<file path="config.mk">
export PLATFORM = sky130hd
export DESIGN_NAME = pasta_stream_crypt
export DESIGN_NICKNAME = d
export VERILOG_FILES = /design/src/rtl/pasta_pkg.sv /design/src/rtl/pasta_mod_addsub.sv /design/src/rtl/pasta_stream_crypt.sv
export SDC_FILE = /design/constraint.sdc
export NUM_CORES = 2
export LEC_CHECK = 0
export ABC_AREA = 0
export BUFFER_PORTS_ARGS = -buffer_cell sky130_fd_sc_hd__buf_2
export CAP_MARGIN = 5
export CORE_UTILIZATION = 30
export DETAILED_ROUTE_END_ITERATION = 16
export PLACE_DENSITY_LB_ADDON = 0.15
export SLEW_MARGIN = 10
export SYNTH_ARGS = -nofsm -noshare
export SYNTH_HDL_FRONTEND = slang
export SYNTH_HIERARCHICAL = 1
export SYNTH_SLANG_ARGS = --single-unit
export TNS_END_PERCENT = 5
</file>
<file path="constraint.sdc">
create_clock -name Clk_CI -period 10.9 [get_ports Clk_CI]
set_input_delay 1.09 -clock Clk_CI [delete_from_list [all_inputs] [get_ports Clk_CI]]
set_output_delay 1.09 -clock Clk_CI [all_outputs]
set_load 0.03 [all_outputs]
</file>
<file path="src/rtl/pasta_pkg.sv">
// Shared constants and types for the Pasta keystream consumer.
// Words are BITLEN bits wide; values are reduced modulo MODULUS.
package pasta_pkg;

  localparam int PASTA_S = 32;
  localparam int BITLEN  = 17;
  localparam int MODULUS = 65537;
  localparam int IDX_W   = $clog2(PASTA_S);

  // Modulus at the widened arithmetic width (one guard bit above a word).
  localparam logic [BITLEN:0] MOD_EXT = (BITLEN + 1)'(MODULUS);

  typedef logic [BITLEN-1:0] pasta_word_t;
  typedef pasta_word_t pasta_block_t [PASTA_S];

  typedef enum logic [1:0] {
    ST_IDLE,
    ST_REQ,
    ST_WAIT_KS,
    ST_STREAM
  } stream_state_t;

  // Inputs arrive as raw BITLEN-bit words; since 2^BITLEN < 2p, one
  // conditional subtraction is enough to land in [0, p).
  function automatic pasta_word_t pasta_reduce(input pasta_word_t x);
    logic [BITLEN:0] x_ext;
    x_ext = {1'b0, x};
    if (x_ext >= MOD_EXT) begin
      return pasta_word_t'(x_ext - MOD_EXT);
    end
    return x;
  endfunction

endpackage

</file>
<file path="src/rtl/pasta_mod_addsub.sv">
// Combinational (a + b) mod p or (a - b) mod p on operands already in [0, p).
// One guard bit above the word width keeps the intermediate sum exact.
module pasta_mod_addsub
  import pasta_pkg::*;
(
  input  logic [BITLEN-1:0] a,
  input  logic [BITLEN-1:0] b,
  input  logic              sub,
  output logic [BITLEN-1:0] r
);

  logic [BITLEN:0] a_ext;
  logic [BITLEN:0] b_ext;
  logic [BITLEN:0] sum;
  logic [BITLEN:0] diff;

  always_comb begin
    a_ext = {1'b0, a};
    b_ext = {1'b0, b};
    sum   = a_ext + b_ext;
    diff  = a_ext - b_ext;
    if (sub) begin
      // A borrow wraps diff; adding p brings it back into [1, p-1].
      r = (a_ext < b_ext) ? pasta_word_t'(diff + MOD_EXT) : pasta_word_t'(diff);
    end else begin
      r = (sum >= MOD_EXT) ? pasta_word_t'(sum - MOD_EXT) : pasta_word_t'(sum);
    end
  end

endmodule

</file>
<file path="src/rtl/pasta_stream_crypt.sv">
// Streams words through (in +/- keystream) mod p, fetching one keystream
// block per 64-bit block counter value from the Pasta permutation wrapper.
module pasta_stream_crypt
  import pasta_pkg::*;
(
  input  logic                        Clk_CI,
  input  logic                        Rst_RI,
  output logic                        KsStart_SO,
  output logic [63:0]                 KsCounter_DO,
  input  logic [PASTA_S*BITLEN-1:0]   KsData_DI,
  input  logic                        KsFinish_SI,
  input  logic [BITLEN-1:0]           In_DI,
  input  logic                        InValid_SI,
  output logic                        InReady_SO,
  input  logic                        InLast_SI,
  input  logic                        Decrypt_SI,
  output logic [BITLEN-1:0]           Out_DO,
  output logic                        OutValid_SO,
  input  logic                        OutReady_SI,
  output logic                        OutLast_SO,
  output logic                        Busy_SO
);

  stream_state_t     state_q, state_d;
  logic              mode_q, mode_d;
  logic [63:0]       counter_q, counter_d;
  logic [IDX_W-1:0]  idx_q, idx_d;
  pasta_block_t      buf_q, buf_d;
  logic [BITLEN-1:0] out_q, out_d;
  logic              out_valid_q, out_valid_d;
  logic              out_last_q, out_last_d;

  logic              ks_start;
  logic              in_ready;
  logic              xfer;
  logic              idx_last;
  logic              ks_load;
  logic [BITLEN-1:0] in_red;
  logic [BITLEN-1:0] ks_word;
  logic [BITLEN-1:0] res;

  assign xfer     = InValid_SI && in_ready;
  assign idx_last = (idx_q == IDX_W'(PASTA_S - 1));
  assign ks_load  = (state_q == ST_WAIT_KS) && KsFinish_SI;

  // Keystream buffer: the whole block lands in one cycle, word 0 from the MSBs.
  for (genvar gi = 0; gi < PASTA_S; gi++) begin : g_buf
    assign buf_d[gi] = ks_load ? KsData_DI[(PASTA_S - gi)*BITLEN - 1 -: BITLEN]
                               : buf_q[gi];
  end

  assign in_red  = pasta_reduce(In_DI);
  assign ks_word = buf_q[idx_q];

  pasta_mod_addsub u_addsub (
    .a   (in_red),
    .b   (ks_word),
    .sub (mode_q),
    .r   (res)
  );

  // State register.
  always_ff @(posedge Clk_CI) begin
    if (Rst_RI) begin
      state_q <= ST_IDLE;
    end else begin
      state_q <= state_d;
    end
  end

  // Next-state logic.
  always_comb begin : next_state_comb
    state_d = state_q;
    case (state_q)
      ST_IDLE:    if (InValid_SI) state_d = ST_REQ;
      ST_REQ:     state_d = ST_WAIT_KS;
      ST_WAIT_KS: if (KsFinish_SI) state_d = ST_STREAM;
      ST_STREAM: begin
        if (xfer) begin
          if (InLast_SI) begin
            state_d = ST_IDLE;
          end else if (idx_last) begin
            state_d = ST_REQ;
          end
        end
      end
      default:    state_d = ST_IDLE;
    endcase
  end

  // Moore-style control outputs; the output register may drain while stalled.
  always_comb begin : output_comb
    ks_start = 1'b0;
    in_ready = 1'b0;
    case (state_q)
      ST_REQ:    ks_start = 1'b1;
      ST_STREAM: in_ready = !out_valid_q || OutReady_SI;
      default:   ;
    endcase
  end

  // Datapath and sequencing registers.
  always_comb begin : datapath_comb
    mode_d      = mode_q;
    counter_d   = counter_q;
    idx_d       = idx_q;
    out_d       = out_q;
    out_valid_d = out_valid_q;
    out_last_d  = out_last_q;

    if ((state_q == ST_IDLE) && InValid_SI) begin
      mode_d    = Decrypt_SI;
      counter_d = '0;
    end

    if (ks_load) begin
      idx_d = '0;
    end

    if (xfer) begin
      out_d       = res;
      out_last_d  = InLast_SI;
      out_valid_d = 1'b1;
      if (InLast_SI) begin
        // Rest of the current block is discarded; next message starts afresh.
        counter_d = '0;
        idx_d     = '0;
      end else if (idx_last) begin
        counter_d = counter_q + 64'd1;
      end else begin
        idx_d = idx_q + 1'b1;
      end
    end else if (OutReady_SI) begin
      out_valid_d = 1'b0;
    end
  end

  always_ff @(posedge Clk_CI) begin
    if (Rst_RI) begin
      mode_q      <= 1'b0;
      counter_q   <= '0;
      idx_q       <= '0;
      out_q       <= '0;
      out_valid_q <= 1'b0;
      out_last_q  <= 1'b0;
      for (int i = 0; i < PASTA_S; i++) begin
        buf_q[i] <= '0;
      end
    end else begin
      mode_q      <= mode_d;
      counter_q   <= counter_d;
      idx_q       <= idx_d;
      out_q       <= out_d;
      out_valid_q <= out_valid_d;
      out_last_q  <= out_last_d;
      buf_q       <= buf_d;
    end
  end

  assign KsStart_SO   = ks_start;
  assign KsCounter_DO = counter_q;
  assign InReady_SO   = in_ready;
  assign Out_DO       = out_q;
  assign OutValid_SO  = out_valid_q;
  assign OutLast_SO   = out_last_q;
  assign Busy_SO      = (state_q != ST_IDLE) || out_valid_q;

endmodule

</file>
# After elaboration in Yosys (flattened, before gate mapping)
# Cells that the tools add are included.
[op_classes]
bitwise = 1
magnitude_cmp = 4
add_sub_neg = 7
muxes = 27
n_reduce_logical = 10
eq_ne = 8
[op_table]
columns = ["operator", "n"]
rows = [
  ["$mux 64", 4],
  ["$mux 17", 7],
  ["$bmux 17 s5", 1],
  ["$add 64x1->64 const B", 1],
  ["$sub 17x17->17 const B", 2],
  ["$mux 5", 4],
  ["$add 17x17->18", 1],
  ["$ge 18x17->1 const B", 1],
  ["$add 17x17->17 const B", 1],
  ["$ge 17x17->1 const B", 1],
  ["$lt 17x17->1", 1],
  ["$sub 17x17->17", 1],
  ["$mux 2", 5],
  ["$pmux 2 s4", 1],
  ["$ge 6x6->1 const B", 1],
  ["$ne 2x2->1 const B", 3],
  ["$not 5->6", 1],
  ["$add 5x1->5 const B", 1],
  ["$eq 5x5->1 const B", 1],
  ["$mux 1", 5],
  ["$eq 2x2->1 const B", 2],
  ["$reduce_and 4->1", 1],
  ["$reduce_bool 2->1", 2],
  ["$logic_and 1x1->1", 3],
  ["5 further kinds", 6],
]
[word_totals]
register_bits = 635
elab_cells = 96

# Longest topological paths before layout
[logic_depth]
ltp_word = 8
mapped_depth = 24
mapped_depth_nobuf = 22

# By module
# The synthesis kept the hierarchy.
[modules_own_cells]
columns = ["module", "n_inst", "area_each_um2", "cells_per_inst"]
rows = [
  ["pasta_stream_crypt", 1, 28198.3, 3359],
  ["pasta_mod_addsub", 1, 3271.9, 464],
]

# Least setup slack after synthesis
# No wires, ideal clock.
[synth_path]
kind = "input port to flip-flop"
startpoint = "input In_DI[13]"
endpoint = "register out_q[2] (netlist: Out_DO[2])"
path_buffers = 2
cell_stages = 20
setup_ps = 132
arrival_time_ps = 5518
slack_ps = 5250
path_cell_list = "nor4_1 > nor4bb_1 > and2_1 > buf_2 > nand2b_1 > mux2i_1 > inv_1 > fa_1 > o21bai_1 > a211oi_2 > o21ai_0 > xor2_1 > nand4_4 > nor4_4 > and4_1 > buf_4 > o311ai_1 > or3_1 > nand2_1 > a21oi_1"
[synth_via]
elab_chain_cells = 7
word_cells_on_any_way = 14
cone_classes = "add/sub (5); order compare (3); mux (6)"
[synth_lines]
columns = ["element", "line", "rtl"]
rows = [
  ["start, declared", "pasta_stream_crypt.sv:12", "input logic [BITLEN-1:0] In_DI,"],
  ["$ge 17x17->1 *", "pasta_pkg.sv:28", "if (x_ext >= MOD_EXT) begin"],
  ["$mux 1 *", "pasta_pkg.sv:28", ""],
  ["$mux 17 *", "pasta_pkg.sv:31", "return x;"],
  ["named net in_red[1]", "pasta_stream_crypt.sv:38", "logic [BITLEN-1:0] in_red;"],
  ["$add 17x17->18 / $sub 17x17->17 (equally long branches)", "pasta_mod_addsub.sv:20, pasta_mod_addsub.sv:21", ""],
  ["$sub 17x17->17 (tied with other cells)", "pasta_mod_addsub.sv:26", "r = (sum >= MOD_EXT) ? pasta_word_t'(sum - MOD_EXT) : pasta_word_t'(sum);"],
  ["$mux 17, on equally long branches", "pasta_mod_addsub.sv:26, pasta_mod_addsub.sv:24", ""],
  ["$mux 17 *", "pasta_mod_addsub.sv:22", "if (sub) begin"],
  ["named net res[2]", "pasta_stream_crypt.sv:40", "logic [BITLEN-1:0] res;"],
  ["end signal, assigned", "pasta_stream_crypt.sv:153", "out_q <= out_d;"],
  ["end, declared", "pasta_stream_crypt.sv:29", "logic [BITLEN-1:0] out_q, out_d;"],
]
# Mark *: on every way through the listed nets, which the timed path passes. The rest lies on a longest branch. The select of a mux whose other input is x is not followed.
# A chain may end at the register's enable or synchronous reset.

# Worst setup path after layout
[layout_path]
startpoint = "register idx_q[0]"
endpoint = "register out_q[11] (netlist: Out_DO[11])"
[layout_via]
elab_chain_cells = 8
word_cells_on_any_way = 13
cone_classes = "add/sub (4); order compare (2); mux (6); bitwise (1)"
[layout_lines]
columns = ["element", "line", "rtl"]
rows = [
  ["start, declared", "pasta_stream_crypt.sv:27", "logic [IDX_W-1:0] idx_q, idx_d;"],
  ["start signal, assigned", "pasta_stream_crypt.sv:152", "idx_q <= idx_d;"],
  ["$not 5->6 (implied by the code) *", "pasta_stream_crypt.sv:53", "assign ks_word = buf_q[idx_q];"],
  ["$bmux 17 s5 *", "pasta_stream_crypt.sv:53", ""],
  ["$mux 17 (implied by the code) * (2 in series)", "pasta_stream_crypt.sv:53", ""],
  ["named net ks_word[0]", "pasta_stream_crypt.sv:39", "logic [BITLEN-1:0] ks_word;"],
  ["$add 17x17->18 / $sub 17x17->17 (equally long branches)", "pasta_mod_addsub.sv:20, pasta_mod_addsub.sv:21", ""],
  ["$sub 17x17->17 (tied with other cells)", "pasta_mod_addsub.sv:26", ""],
  ["$mux 17, on equally long branches", "pasta_mod_addsub.sv:26, pasta_mod_addsub.sv:24", ""],
  ["$mux 17 *", "pasta_mod_addsub.sv:22", ""],
  ["named net res[11]", "pasta_stream_crypt.sv:40", ""],
]
# Marks and branches as above.

==> impl_metrics.tcl <==
set metrics [dict create \
    rows 118 \
    cpPeakStageDelay_ps 830 \
    finalSetupViolCount 0 \
    p_per_area_mw_per_mm2 171 \
    min_path_type "flop to flop" \
    cts_resized 0 \
    cp-end-kind "flop" \
    drc 0 \
    p_int_mw 4.51 \
    crit_required_ps 11450 \
    slew_viol_final 0 \
    synth_cell_type_count 100 \
    track_usage_pct 22.5 \
    syn_inst 3823 \
    max_freq_mhz 148 \
    ctsHoldBuffers 0 \
    avgSynthCellArea_um2 8.23 \
    crit_type "flop to flop" \
    die_area_mm2 0.106 \
    cts_tree "built" \
    clock_sinks 635 \
    maxCapViolations 0 \
    cts_made_buffers 76 \
    overflow 0 \
    hpwl_mm 89.8 \
    r2r_cells 19 \
    combPwrFrac_pct 20.3 \
    dr_total_vias 29561 \
    critPathLaunchType "flop" \
    syn-num-nets 4440 \
    worstPathCellList "buf_4 > mux4_2 > mux2i_1 > a22o_1 > a221oi_1 > ha_1 > inv_1 > fa_1 > a21o_1 > a21oi_1 > xnor2_1 > nor4b_1 > o2111ai_1 > nor4_2 > nand3_1 > xnor2_1 > a211oi_1 > nand2_1 > a21oi_1" \
    synthFlopType "dfxtp_1" \
    timing.rr.start "idx_q[0]$_SDFF_PP0_" \
    ir_drop_uv 113 \
    htreeDepth 3 \
    port_buffers 653 \
    coreArea_mm2 0.104 \
    clk_path_buf_depth 3 \
    areaGrowthSynthToFinish_pct 21.6 \
    grt_max_degree 206 \
    crit_slowest_cell "buf_4" \
    holdPathEnd "buf_q[87]$_SDFFE_PP0P_" \
    drive_above_1_share_pct 22.9 \
    die_height_um 326 \
    root_buffer "clkbuf_16" \
    p_switching_mw 2.03 \
    antenna_found_initial 41 \
    nNetsFinal 4914 \
    arrival_ps 7320 \
    worst_slew_pin_slew_ps 1350 \
    max_slew_margin_pct 10.3 \
    period_share_pct 62.2 \
    rsz0062_at_grt "false" \
    drt_iter0_drc 2120 \
    drt_first_pass_iters 5 \
    rr_endpoint "Out_DO[11]$_SDFFE_PP0P_" \
    wire_per_inst_um 21.6 \
    yosysSeqAreaShare_pct 40.4 \
    grt_pass1_wl_mm 182 \
    clk_latency_ps 660 \
    final_area_mm2 0.0383 \
    wirelength_mm 124 \
    drt-vias-per-instance 5.14 \
    min_from "buf_q[87]$_SDFFE_PP0P_" \
    async_reset_ff_share_pct 0 \
    status "finished, final reports clean" \
    placed_area_mm2 0.0357 \
    holdPathStages 2 \
    cp_max_fo 44 \
    detail-route-antenna-nets 0 \
    r2r_slack_ps 4120 \
    post_cts_buffers 0 \
    pwr-share-clk_pct 40.0 \
    start_util_pct 30.3 \
    synthesis.area_mm2 0.0315 \
    final_util_pct 36.9 \
    ios 654 \
    ys_warn_count 6 \
    fin_skew_ps 48.6 \
    gp_congestion 0.874 \
    swShare_pct 31.0 \
    setup_tns_ps 0 \
    first_global_vias 28311 \
    period_minus_slack_ps 6780 \
    sequentialPowerShare_pct 39.7 \
    synth_edf_count 0 \
    leakage_nw 13.5 \
    fp.dieW_um 326 \
    final_hold_viol_count 0 \
    synth-seq-cells 635 \
    clk_pin_slew_ps 60 \
]
[synth_stat cells (all sizes together), types with 19 or more instances]
master / number / share of area [%]
buf: 84 / 1.3
a221oi: 19 / 0.53
nand4: 34 / 0.90
mux2i: 73 / 2.3
nor2: 79 / 0.95
nor4: 39 / 1.1
nand3: 49 / 0.81
ha: 47 / 1.9
xnor2: 30 / 0.86
a211oi: 19 / 0.54
o21ai: 48 / 0.76
mux4: 136 / 9.7
a21oi: 641 / 10
a311oi: 19 / 0.53
a31oi: 27 / 0.58
nor3: 53 / 0.91
clkbuf: 202 / 2.4
and3: 23 / 0.48
nor2b: 19 / 0.40
inv: 56 / 0.67
nand2: 1218 / 15
xor2: 25 / 0.78
dfxtp: 635 / 40
and2: 19 / 0.38
[worst max-delay path: cells and delay by family (launching register included)]
family	cells	cell delay [ps]
compound gates	7	2080
xor+xnor	2	360
fa+ha+maj	2	760
buf+inv	2	890
flops	1	720
mux	2	460
simple gates	4	1320
[how the worst max path moves through the flow]
stage                   startpoint  slack [ps]  cells after the start                 endpoint
5_1_grt        idx_q[0]$_SDFF_PP0_        3480                     18  Out_DO[11]$_SDFFE_PP0P_
4_1_cts        idx_q[0]$_SDFF_PP0_        3970                     18  Out_DO[11]$_SDFFE_PP0P_
6_report       idx_q[0]$_SDFF_PP0_        4120                     19  Out_DO[11]$_SDFFE_PP0P_
3_3_place_gp             In_DI[12]        4020                     19   Out_DO[2]$_SDFFE_PP0P_
2_1_floorplan            In_DI[13]        5250                     20   Out_DO[2]$_SDFFE_PP0P_
3_5_place_dp             In_DI[12]        3980                     19   Out_DO[9]$_SDFFE_PP0P_
[cells by family after synthesis]
logic type      share of synthesized area [%]
simple gates                             22.6
compound gates                           16.8
flops                                    40.4
buf+inv                                  4.37
mux                                      12.2
xor+xnor                                 1.64
fa+ha+maj                                2.00
[placed cells by master (no fill, tap or decap), types with 19 or more instances in the layout]
cell / instances
xor2_1: 23
clkbuf_16: 79
dfxtp_1: 632
a31oi_1: 26
mux2i_1: 73
inv_1: 55
o21ai_0: 39
clkbuf_1: 21
and3_1: 21
nand4_1: 27
nand3_1: 47
a221oi_1: 19
mux4_2: 136
a311oi_1: 19
a21oi_1: 639
ha_1: 47
nand2_1: 1217
nor2_1: 78
buf_2: 652
xnor2_1: 29
nor4_1: 29
buf_4: 23
nor3_1: 48
[power by group through the flow]
stage / registers, mW / clock network [mW] / logic, mW
floorplan: 2.61 / 0 / 0.884
global placement: 2.65 / 0 / 1.33
detailed placement: 2.65 / 0 / 1.33
CTS: 2.60 / 2.68 / 1.33
global route: 2.62 / 2.78 / 1.45
finish: 2.60 / 2.62 / 1.33
[registers in the layout, summed over array words and instances (netlist names)]
| signal | flops |
|---|---|
| idx_q | 5 |
| Out_DO | 17 |
| buf_q | 544 |
| OutLast_SO | 1 |
| KsCounter_DO | 64 |
| OutValid_SO | 1 |
| state_q | 2 |
| mode_q | 1 |
[per-stage QoR]
step | hold WS [ps] | instances | power [mW] | setup WS, ps
floorplan | 433 | 3823 | 3.50 | 5250
global placement | 439 | 5599 | 3.98 | 4020
detailed placement | 444 | 5599 | 3.98 | 3980
CTS | 451 | 5734 | 6.62 | 3970
global route | 463 | 5750 | 6.85 | 3480
finish | 450 | 5752 | 6.54 | 4120
[routing by layer]
metal	vias to the layer above	global-route usage [%]	part of all wire [%]
met1	14216	29.0	43
met3	169	4.19	5.2
li1	14324	-	-
met2	820	37.6	49
met5	-	0	0.16
met4	32	7.38	2.7
[area by class of cell]
class                   count  area, um2
clock buffers             115       2260
well taps                1380       1730
clock inverters            20        297
repair buffers            682       3570
fillers                 11055      65500
flip-flops and latches    635      12700
inverters                  57        214
multi-input cells        2845      17400
diodes                     18       45.0
Power figures use the tool's default switching activity.
